==> config.mk <==
export PLATFORM = sky130hd
export DESIGN_NAME = sample_capture_flat
export DESIGN_NICKNAME = d
export VERILOG_FILES = /design/src/rtl/sample_capture_if.sv /design/src/rtl/sample_capture.sv /design/src/flat_wrapper.sv
export SDC_FILE = /design/constraint.sdc
export NUM_CORES = 2
export LEC_CHECK = 0
export CORE_ASPECT_RATIO = 0.8
export CORE_MARGIN = 2
export CORE_UTILIZATION = 35
export DETAILED_ROUTE_END_ITERATION = 10
export PLACE_DENSITY = 0.58
export SETUP_SLACK_MARGIN = 0.4
export SLEW_MARGIN = 20
export SYNTH_ARGS = -nofsm -noshare
export SYNTH_HDL_FRONTEND = slang
export SYNTH_SLANG_ARGS = --single-unit
==> constraint.sdc <==
create_clock -name sys_clk -period 9.3 [get_ports sys_clk]
set_input_delay 0.93 -clock sys_clk [delete_from_list [all_inputs] [get_ports sys_clk]]
set_output_delay 0.93 -clock sys_clk [all_outputs]
set_load 0.02 [all_outputs]
==> src/rtl/sample_capture_if.sv <==
// Signal bundle between the sample-capture core and its environment:
// ADC stream, trigger setup, re-arm control, display read port and status.
interface sample_capture_if #(
   parameter int DATA_W = 8,
   parameter int ADDR_W = 8
);
   // There is no valid/ready pair here. sample_clk is a sys_clk-synchronous
   // level whose rising edge qualifies adc_data for one cycle. rearm is a
   // one-cycle pulse that is always accepted. rd_addr -> rd_data has a fixed
   // one-cycle latency with no flow control.
   logic              sample_clk;
   logic [DATA_W-1:0] adc_data;
   logic [DATA_W-1:0] trig_level;
   logic              trig_slope;
   logic              auto_mode;
   logic              rearm;
   logic [ADDR_W-1:0] rd_addr;
   logic [DATA_W-1:0] rd_data;
   logic              frame_ready;
   logic              busy;
   logic [1:0]        state_dbg;

   modport master (
      output sample_clk, adc_data, trig_level, trig_slope, auto_mode, rearm, rd_addr,
      input  rd_data, frame_ready, busy, state_dbg
   );

   modport slave (
      input  sample_clk, adc_data, trig_level, trig_slope, auto_mode, rearm, rd_addr,
      output rd_data, frame_ready, busy, state_dbg
   );
endinterface

==> src/rtl/sample_capture.sv <==
// Triggered single-frame capture of an ADC stream, strobed by the rising edge of
// the divided sample clock. The frame is held for the display reader until rearm.
module sample_capture #(
   parameter int DATA_W = 8,
   parameter int ADDR_W = 8,
   parameter int DEPTH  = 256
) (
   input  logic             sys_clk,
   input  logic             rst_n,
   sample_capture_if.slave  bus
);

   typedef enum logic [1:0] {
      IDLE    = 2'd0,
      ARMED   = 2'd1,
      CAPTURE = 2'd2,
      HOLD    = 2'd3
   } state_t;

   // DEPTH equals 2**ADDR_W, so the last address is all-ones.
   localparam logic [ADDR_W-1:0] LAST = ADDR_W'(DEPTH - 1);

   state_t            state_q, state_d;
   logic              sclk_q;
   logic [DATA_W-1:0] prev_q, prev_d;
   logic              prev_valid_q, prev_valid_d;
   logic [ADDR_W-1:0] auto_cnt_q, auto_cnt_d;
   logic [ADDR_W-1:0] wr_addr_q, wr_addr_d;
   logic [DATA_W-1:0] rd_data_q, rd_data_d;
   logic              frame_ready_q, frame_ready_d;
   logic              busy_q, busy_d;

   logic              tick;
   logic              trig_hit;
   logic              auto_hit;
   logic              mem_we;
   logic [ADDR_W-1:0] mem_waddr;

   logic [DATA_W-1:0] mem [DEPTH];

   assign tick = bus.sample_clk & ~sclk_q;

   always_comb begin
      trig_hit = 1'b0;
      if (prev_valid_q) begin
         if (bus.trig_slope)
            trig_hit = (prev_q > bus.trig_level) && (bus.adc_data <= bus.trig_level);
         else
            trig_hit = (prev_q < bus.trig_level) && (bus.adc_data >= bus.trig_level);
      end
   end

   assign auto_hit = bus.auto_mode && (auto_cnt_q == LAST);

   always_comb begin
      state_d      = state_q;
      prev_d       = prev_q;
      prev_valid_d = prev_valid_q;
      auto_cnt_d   = auto_cnt_q;
      wr_addr_d    = wr_addr_q;
      mem_we       = 1'b0;
      mem_waddr    = wr_addr_q;

      case (state_q)
         IDLE: begin
            state_d = ARMED;
         end
         ARMED: begin
            if (tick) begin
               prev_d       = bus.adc_data;
               prev_valid_d = 1'b1;
               if (auto_cnt_q != LAST)
                  auto_cnt_d = auto_cnt_q + 1'b1;
               if (trig_hit || auto_hit) begin
                  mem_we    = 1'b1;
                  mem_waddr = '0;
                  wr_addr_d = ADDR_W'(1);
                  state_d   = CAPTURE;
               end
            end
         end
         CAPTURE: begin
            if (tick) begin
               mem_we    = 1'b1;
               wr_addr_d = wr_addr_q + 1'b1;
               if (wr_addr_q == LAST)
                  state_d = HOLD;
            end
         end
         HOLD: begin
            state_d = HOLD;
         end
         default: begin
            state_d = IDLE;
         end
      endcase

      // rearm overrides any tick in the same cycle, including the prev load.
      if (bus.rearm && (state_q != IDLE)) begin
         state_d      = ARMED;
         prev_d       = prev_q;
         prev_valid_d = 1'b0;
         auto_cnt_d   = '0;
         wr_addr_d    = '0;
         mem_we       = 1'b0;
      end

      frame_ready_d = (state_d == HOLD);
      busy_d        = (state_d == ARMED) || (state_d == CAPTURE);
      rd_data_d     = mem[bus.rd_addr];
   end

   always_ff @(posedge sys_clk or negedge rst_n) begin
      if (!rst_n) begin
         state_q       <= IDLE;
         sclk_q        <= 1'b0;
         prev_q        <= '0;
         prev_valid_q  <= 1'b0;
         auto_cnt_q    <= '0;
         wr_addr_q     <= '0;
         rd_data_q     <= '0;
         frame_ready_q <= 1'b0;
         busy_q        <= 1'b0;
      end else begin
         state_q       <= state_d;
         sclk_q        <= bus.sample_clk;
         prev_q        <= prev_d;
         prev_valid_q  <= prev_valid_d;
         auto_cnt_q    <= auto_cnt_d;
         wr_addr_q     <= wr_addr_d;
         rd_data_q     <= rd_data_d;
         frame_ready_q <= frame_ready_d;
         busy_q        <= busy_d;
      end
   end

   // Frame buffer contents survive reset.
   always_ff @(posedge sys_clk) begin
      if (mem_we)
         mem[mem_waddr] <= bus.adc_data;
   end

   assign bus.rd_data     = rd_data_q;
   assign bus.frame_ready = frame_ready_q;
   assign bus.busy        = busy_q;
   assign bus.state_dbg   = state_q;

endmodule

==> src/flat_wrapper.sv <==
// flat-port wrapper written by rule: the top's interface ports become plain ports
module sample_capture_flat 
#(
   parameter int DATA_W = 8,
   parameter int ADDR_W = 8,
   parameter int DEPTH  = 256
)
  (sys_clk, rst_n, bus_sample_clk, bus_adc_data, bus_trig_level, bus_trig_slope, bus_auto_mode, bus_rearm, bus_rd_addr, bus_rd_data, bus_frame_ready, bus_busy, bus_state_dbg);
  sample_capture_if #(.DATA_W(DATA_W), .ADDR_W(ADDR_W)) bus_i ();
  input  logic sys_clk;
  input  logic rst_n;
  input wire logic [$bits(bus_i.sample_clk)-1:0] bus_sample_clk;
  input wire logic [$bits(bus_i.adc_data)-1:0] bus_adc_data;
  input wire logic [$bits(bus_i.trig_level)-1:0] bus_trig_level;
  input wire logic [$bits(bus_i.trig_slope)-1:0] bus_trig_slope;
  input wire logic [$bits(bus_i.auto_mode)-1:0] bus_auto_mode;
  input wire logic [$bits(bus_i.rearm)-1:0] bus_rearm;
  input wire logic [$bits(bus_i.rd_addr)-1:0] bus_rd_addr;
  output wire logic [$bits(bus_i.rd_data)-1:0] bus_rd_data;
  output wire logic [$bits(bus_i.frame_ready)-1:0] bus_frame_ready;
  output wire logic [$bits(bus_i.busy)-1:0] bus_busy;
  output wire logic [$bits(bus_i.state_dbg)-1:0] bus_state_dbg;
  assign bus_i.sample_clk = bus_sample_clk;
  assign bus_i.adc_data = bus_adc_data;
  assign bus_i.trig_level = bus_trig_level;
  assign bus_i.trig_slope = bus_trig_slope;
  assign bus_i.auto_mode = bus_auto_mode;
  assign bus_i.rearm = bus_rearm;
  assign bus_i.rd_addr = bus_rd_addr;
  assign bus_rd_data = bus_i.rd_data;
  assign bus_frame_ready = bus_i.frame_ready;
  assign bus_busy = bus_i.busy;
  assign bus_state_dbg = bus_i.state_dbg;
  sample_capture #(.DATA_W(DATA_W), .ADDR_W(ADDR_W), .DEPTH(DEPTH)) u_core (.sys_clk(sys_clk), .rst_n(rst_n), .bus(bus_i));
endmodule
# == Yosys cells after proc, flatten, opt, wreduce, memory -nomap -nowiden ==
# Memory sizes are Yosys's and may differ from the RTL's. A register that Yosys moved wholly into a read port is not among the register bits.
# Index checks and enable logic that the tools add are counted.
# totals
output_inout_bits,12
ram_bits,2048
mem_count,1
inputBits,30
regBits,30
# op_classes
n_bitwise,3
magnitude_cmp,4
n_reduce_logical,17
eq_ne,12
mux,30
addsub,2
# memory_table
name,words,word_bits,rd,rd_ports_with_merged_regs,write_ports,line_no,source
u_core.mem,256,8,1,1,1,sample_capture.sv:39,logic [DATA_W-1:0] mem [DEPTH];
# op_table
operator,count
$mux 8,11
$add 8x1->8 const B,2
$eq 8x8->1 const B,2
$pmux 8 s2,1
$mux 1,11
$mux 2,5
$ne 3x1->1 const B,3
$eq 2x2->1 const B,4
$ge 8x8->1,1
$gt 8x8->1,1
$le 8x8->1,1
$lt 8x8->1,1
$ne 8x8->1 const B,1
$pmux 2 s4,1
$reduce_bool 2->1,4
$reduce_and 3->1,2
$eq 2x1->1 const B,2
$logic_and 1x1->1,4
$reduce_and 4->1,1
$reduce_bool 3->1,1
$logic_not 2->1,1
$logic_or 1x1->1,2
$not 1->1,2
$pmux 1 s2,1
3 further kinds,3

# == Logic depth before layout (Yosys ltp) ==
# depth
depth_word,11
mapped_depth,11

# == Worst setup path before layout ==
# OpenSTA, ideal clock, no wires.
# synth_timing
path_type,input -> register
startpoint,input bus_trig_level[5]
endpoint,memory u_core.mem[128][0] (enable)
slack_ns,5.284
arrival_ns,3.622
cell_stages,11
cell_sequence,inv_1 -> ha_1 -> a21o_1 -> a21oi_1 -> nor2b_1 -> nor4b_2 -> o22a_4 -> buf_6 -> nor2_2 -> buf_2 -> nor4_1
# synth_via
elab_chain_len,11
elab_cells_between_ends,18
# synth_rtl
element,line_no,source
"start, declared",flat_wrapper.sv:14,input wire logic [$bits(bus_i.trig_level)-1:0] bus_trig_level;
"$lt 8x8->1, or another cell as far along",sample_capture.sv:49,trig_hit = (prev_q < bus.trig_level) && (bus.adc_data >= bus.trig_level);
$logic_and 1x1->1 (on tied branches),"sample_capture.sv:49, sample_capture.sv:47",
$mux 1 *,sample_capture.sv:46,if (bus.trig_slope)
$mux 1 *,sample_capture.sv:45,if (prev_valid_q) begin
$logic_or 1x1->1 *,sample_capture.sv:74,if (trig_hit || auto_hit) begin
$mux 1,sample_capture.sv:74,
$mux 1,sample_capture.sv:69,if (tick) begin
$pmux 1 s2,sample_capture.sv:64,case (state_q)
$mux 1,sample_capture.sv:99,if (bus.rearm && (state_q != IDLE)) begin
$mux 1,sample_capture.sv:139,if (mem_we)
$mux 1 (implied by the code),sample_capture.sv:140,mem[mem_waddr] <= bus.adc_data;
"end, declared",sample_capture.sv:39,
# Mark *: on every way between the ends. The rest lies on a longest branch, timed or not.

# == Worst setup path after layout ==
# layout_timing
startpoint,input bus_adc_data[5]
endpoint,memory u_core.mem[197][4] (enable)
# layout_via
elab_chain_len,11
elab_cells_between_ends,16
# layout_rtl
element,line_no,source
"start, declared",flat_wrapper.sv:13,input wire logic [$bits(bus_i.adc_data)-1:0] bus_adc_data;
$ge 8x8->1 / $le 8x8->1 (equally long branches),"sample_capture.sv:49, sample_capture.sv:47",
$logic_and 1x1->1 (on tied branches),"sample_capture.sv:49, sample_capture.sv:47",
$mux 1 *,sample_capture.sv:46,
$mux 1 *,sample_capture.sv:45,
$logic_or 1x1->1 *,sample_capture.sv:74,
$mux 1,sample_capture.sv:74,
$mux 1,sample_capture.sv:69,
$pmux 1 s2,sample_capture.sv:64,
$mux 1,sample_capture.sv:99,
$mux 1,sample_capture.sv:139,
$mux 1 (implied by the code),sample_capture.sv:140,
# Marked as above.

==> reports/results.tsv <==
metric	value	unit
syn-cell-area	81230	µm²
ctsResizeCount	0	
setup_viol	0	
grt_overflow	0	
start_util	0.3512	
clk_latency	860	ps
cp-endpoint	u_core.mem[197][4]	
gp_congestion	0.8149	
antenna_found_initial	11	
cp_num_buf_inv	1	
cts_buffer_depth	4	
synth_ff_type	edfxtp_1	
grt_usage	0.1704	
place_ws	3873	ps
design.core.area	231300	µm²
placed_area	85140	µm²
drive_gt1_frac	0.2320	
design_area	91340	µm²
final.setup.tns	0	ps
fin_crit	4589	ps
hpwl	121500	µm
ir_worst_vdd	0.1383	mV
cpPeakStageDelay	830	ps
drt_iter0_drc	5336	
syn_nets	3834	
period_share	0.4934	
synth-seq-cells	2086	
rsz0062_at_grt	false	
hold_viol	0	
synth-edff-count	2048	
cp.required	9740	ps
num_rows	158	
cts_max_level	4	
powerDensity	211.8	nW/µm²
grt_pass1_wl	293500	µm
num_antenna_cells	0	
die_y	434.9	µm
r2r-end	u_core.mem[216][6]	
post-cts-setup-buffers	0	
clkTransAtPathRegs	60	ps
ys_types	63	
area_growth	12.45	%
clkSinkCount	2086	
drv_slew	0	
port_buffers	41	
async_reset_ff_frac	0.01822	
io_pins	42	
hp-class	input port to async pin	
wl_met1	92740	µm
grt_pass1_vias	39050	
syn_inst	3780	
ant_nets	0	
path_cells	buf_8 > ha_1 > a21o_1 > a21oi_1 > nor2b_1 > nor4b_2 > o22a_4 > o2111ai_4 > nor2_1	
tightest_slew	1162	ps
grt_start_max_net_pins	153	
cp_slowest_cell	nor2_1	
avgRoutedWirePerCell	28.94	µm
cap_violations	0	
die_x	542.6	µm
maxSlewHeadroom	0.2256	
wirelength	203600	µm
vias_per_cell	5.601	
yosys_warnings	0	
r2r_start	u_core.bus.state_dbg[0]	
r2r_cells	8	
cts-root-buf	clkbuf_16	
met3WireLength	17830	µm
fin_nets	3900	
vias	39400	
arrival	5030	ps
p_leak	27.62	nW
numCtsBuffers	195	
setup.worst_path.end_class	flop	
start_kind	input port	
route.met2.wl	89940	µm
top_layer	met4	
rrSetupSlack	5140	ps
cts_tree	done	
postSynthAreaPerCell	21.49	µm²
path_delay_family	compound AO/OA/AOI/OAI gates	
path_max_fanout	81	
fin_skew	63.74	ps
postCtsHoldBufs	0	
first_pass_iters	5	
crit_type	input port to flop	
drcViolationCount	0	
crit_cells	9	
status	completed	
clock.fmax	217.9	MHz
fin_util	0.3949	
dieArea	236000	µm²
fin_ws	4711	ps
critPathLaunch	bus_adc_data[5]	
ys_seq_area_frac	0.7688	
state kept, by name, summed over array words and instances (netlist names):
name / cells
u_core.sclk_q: 1
u_core.wr_addr_q: 8
u_core.prev_q: 8
u_core.prev_valid_q: 1
u_core.mem: 2048
u_core.bus.frame_ready: 1
u_core.bus.rd_data: 8
u_core.auto_cnt_q: 8
u_core.bus.state_dbg: 2
u_core.bus.busy: 1
synth_stat cells, types with 6 or more instances:
| master | n | area, µm² |
|---|---|---|
| a21oi_1 | 15 | 75.07 |
| a221oi_1 | 64 | 560.5 |
| a22o_1 | 64 | 560.5 |
| a22oi_1 | 176 | 1321 |
| buf_1 | 17 | 63.81 |
| buf_2 | 64 | 320.3 |
| buf_4 | 26 | 195.2 |
| buf_6 | 11 | 123.9 |
| clkbuf_1 | 123 | 461.7 |
| dfrtp_1 | 38 | 950.9 |
| edfxtp_1 | 2048 | 61500 |
| ha_1 | 24 | 300.3 |
| inv_1 | 17 | 63.81 |
| mux2_2 | 7 | 78.83 |
| mux4_2 | 512 | 11530 |
| nand2_1 | 100 | 375.4 |
| nand2b_1 | 7 | 43.79 |
| nand3_1 | 13 | 65.06 |
| nand4_1 | 6 | 37.54 |
| nor2_1 | 284 | 1066 |
| nor2b_1 | 16 | 100.1 |
| nor4_1 | 15 | 93.84 |
| o2111ai_4 | 6 | 157.7 |
| o21ai_0 | 9 | 45.04 |
| o21ai_4 | 10 | 162.7 |
| o221ai_1 | 33 | 289.0 |
cells in the final DEF (no fill, tap or decap), types with 4 or more instances in the layout:
cell type and instances:
nor4_2 4, xor2_1 5, clkdlybuf4s50_1 30, or2_2 4
nor2_1 282, mux4_2 512, o2111ai_4 8, o21ai_0 9
nor4_1 4, clkinv_2 34, a221oi_1 64, bufinv_16 17
clkinvlp_4 5, clkinv_1 40, nand2_1 100, nor3_1 5
dfrtp_1 38, o221ai_1 33, mux2_2 7, nor2b_1 13
o211ai_4 4, nand3_1 13, nand2b_1 6, clkbuf_1 40
inv_1 17, clkbuf_16 198, nand4_1 6, edfxtp_1 2048
ha_1 24, nor4_4 7, a22oi_1 176, buf_12 12
a22o_1 64, o21ai_4 11, clkbuf_8 6, buf_8 10
buf_4 56, a21oi_1 15
how the worst min path moves through the flow:
stage / startpoint / to / slack, ps / depth (start not counted)
after floorplan: u_core.prev_q[1] / u_core.prev_q[1] / 480 / 1
after global placement: u_core.prev_q[3] / u_core.prev_q[3] / 510 / 1
after detailed placement: u_core.prev_q[4] / u_core.prev_q[4] / 510 / 1
after CTS: rst_n / u_core.wr_addr_q[2] / 230 / 2
after global routing: rst_n / u_core.prev_q[5] / 260 / 2
final: rst_n / u_core.prev_q[4] / 240 / 2
logic make-up (layout without fill, tap and decap cells):
family          after synthesis  count (layout)  synth area share
compound gates              418             418           0.04430
xor+xnor                      7               7         0.0007548
fa+ha+maj                    24              24          0.003697
buf+inv                     259             474           0.01517
flops                      2086            2086            0.7688
mux                         520             520            0.1430
simple gates                466             466           0.02423
power by group:
| part | total [mW] | internal (mW) | switching (mW) | leakage, nW |
|---|---|---|---|---|
| sequential | 10.4 | 10.3 | 0.0309 | 18.9 |
| clock | 7.85 | 4.41 | 3.43 | 3.00 |
| combinational | 1.12 | 0.375 | 0.741 | 5.73 |
metrics by stage:
stage | total power, mW | cells | hold WS [ps]
finish | 19.34 | 7035 | 244.6
global route | 19.90 | 7035 | 258.2
CTS | 19.47 | 7033 | 227.5
detailed placement | 11.70 | 6687 | 508.8
global placement | 11.69 | 6686 | 505.5
floorplan | 11.18 | 3780 | 484.9
cell type report:
class                      count  area [µm²]
sequential                  2086       62450
fill                       20290      140000
timing repair buffer         110        1144
multi-input combinational   1435       17760
tap                         3040        3804
clock inverter               102       933.4
clock buffer                 244        5187
inverter                      18       67.56
worst reg2reg max path: cells and delay by family, from the launching register on:
kind | cells | cell delay (ps)
AND/OR/NAND/NOR | 4 | 1900
buffers and inverters | 2 | 580
flip-flops | 1 | 490
AO/OA/AOI/OAI | 1 | 510
adder cells (fa/ha/maj) | 1 | 260
layer usage:
metal | GRT usage | vias up
met5 | 0 | -
met3 | 0.03466 | 226
met1 | 0.2683 | 21210
met2 | 0.2452 | 1853
met4 | 0.02980 | 0
li1 | - | 16110
Note: power is estimated with default switching activity, not from simulation.
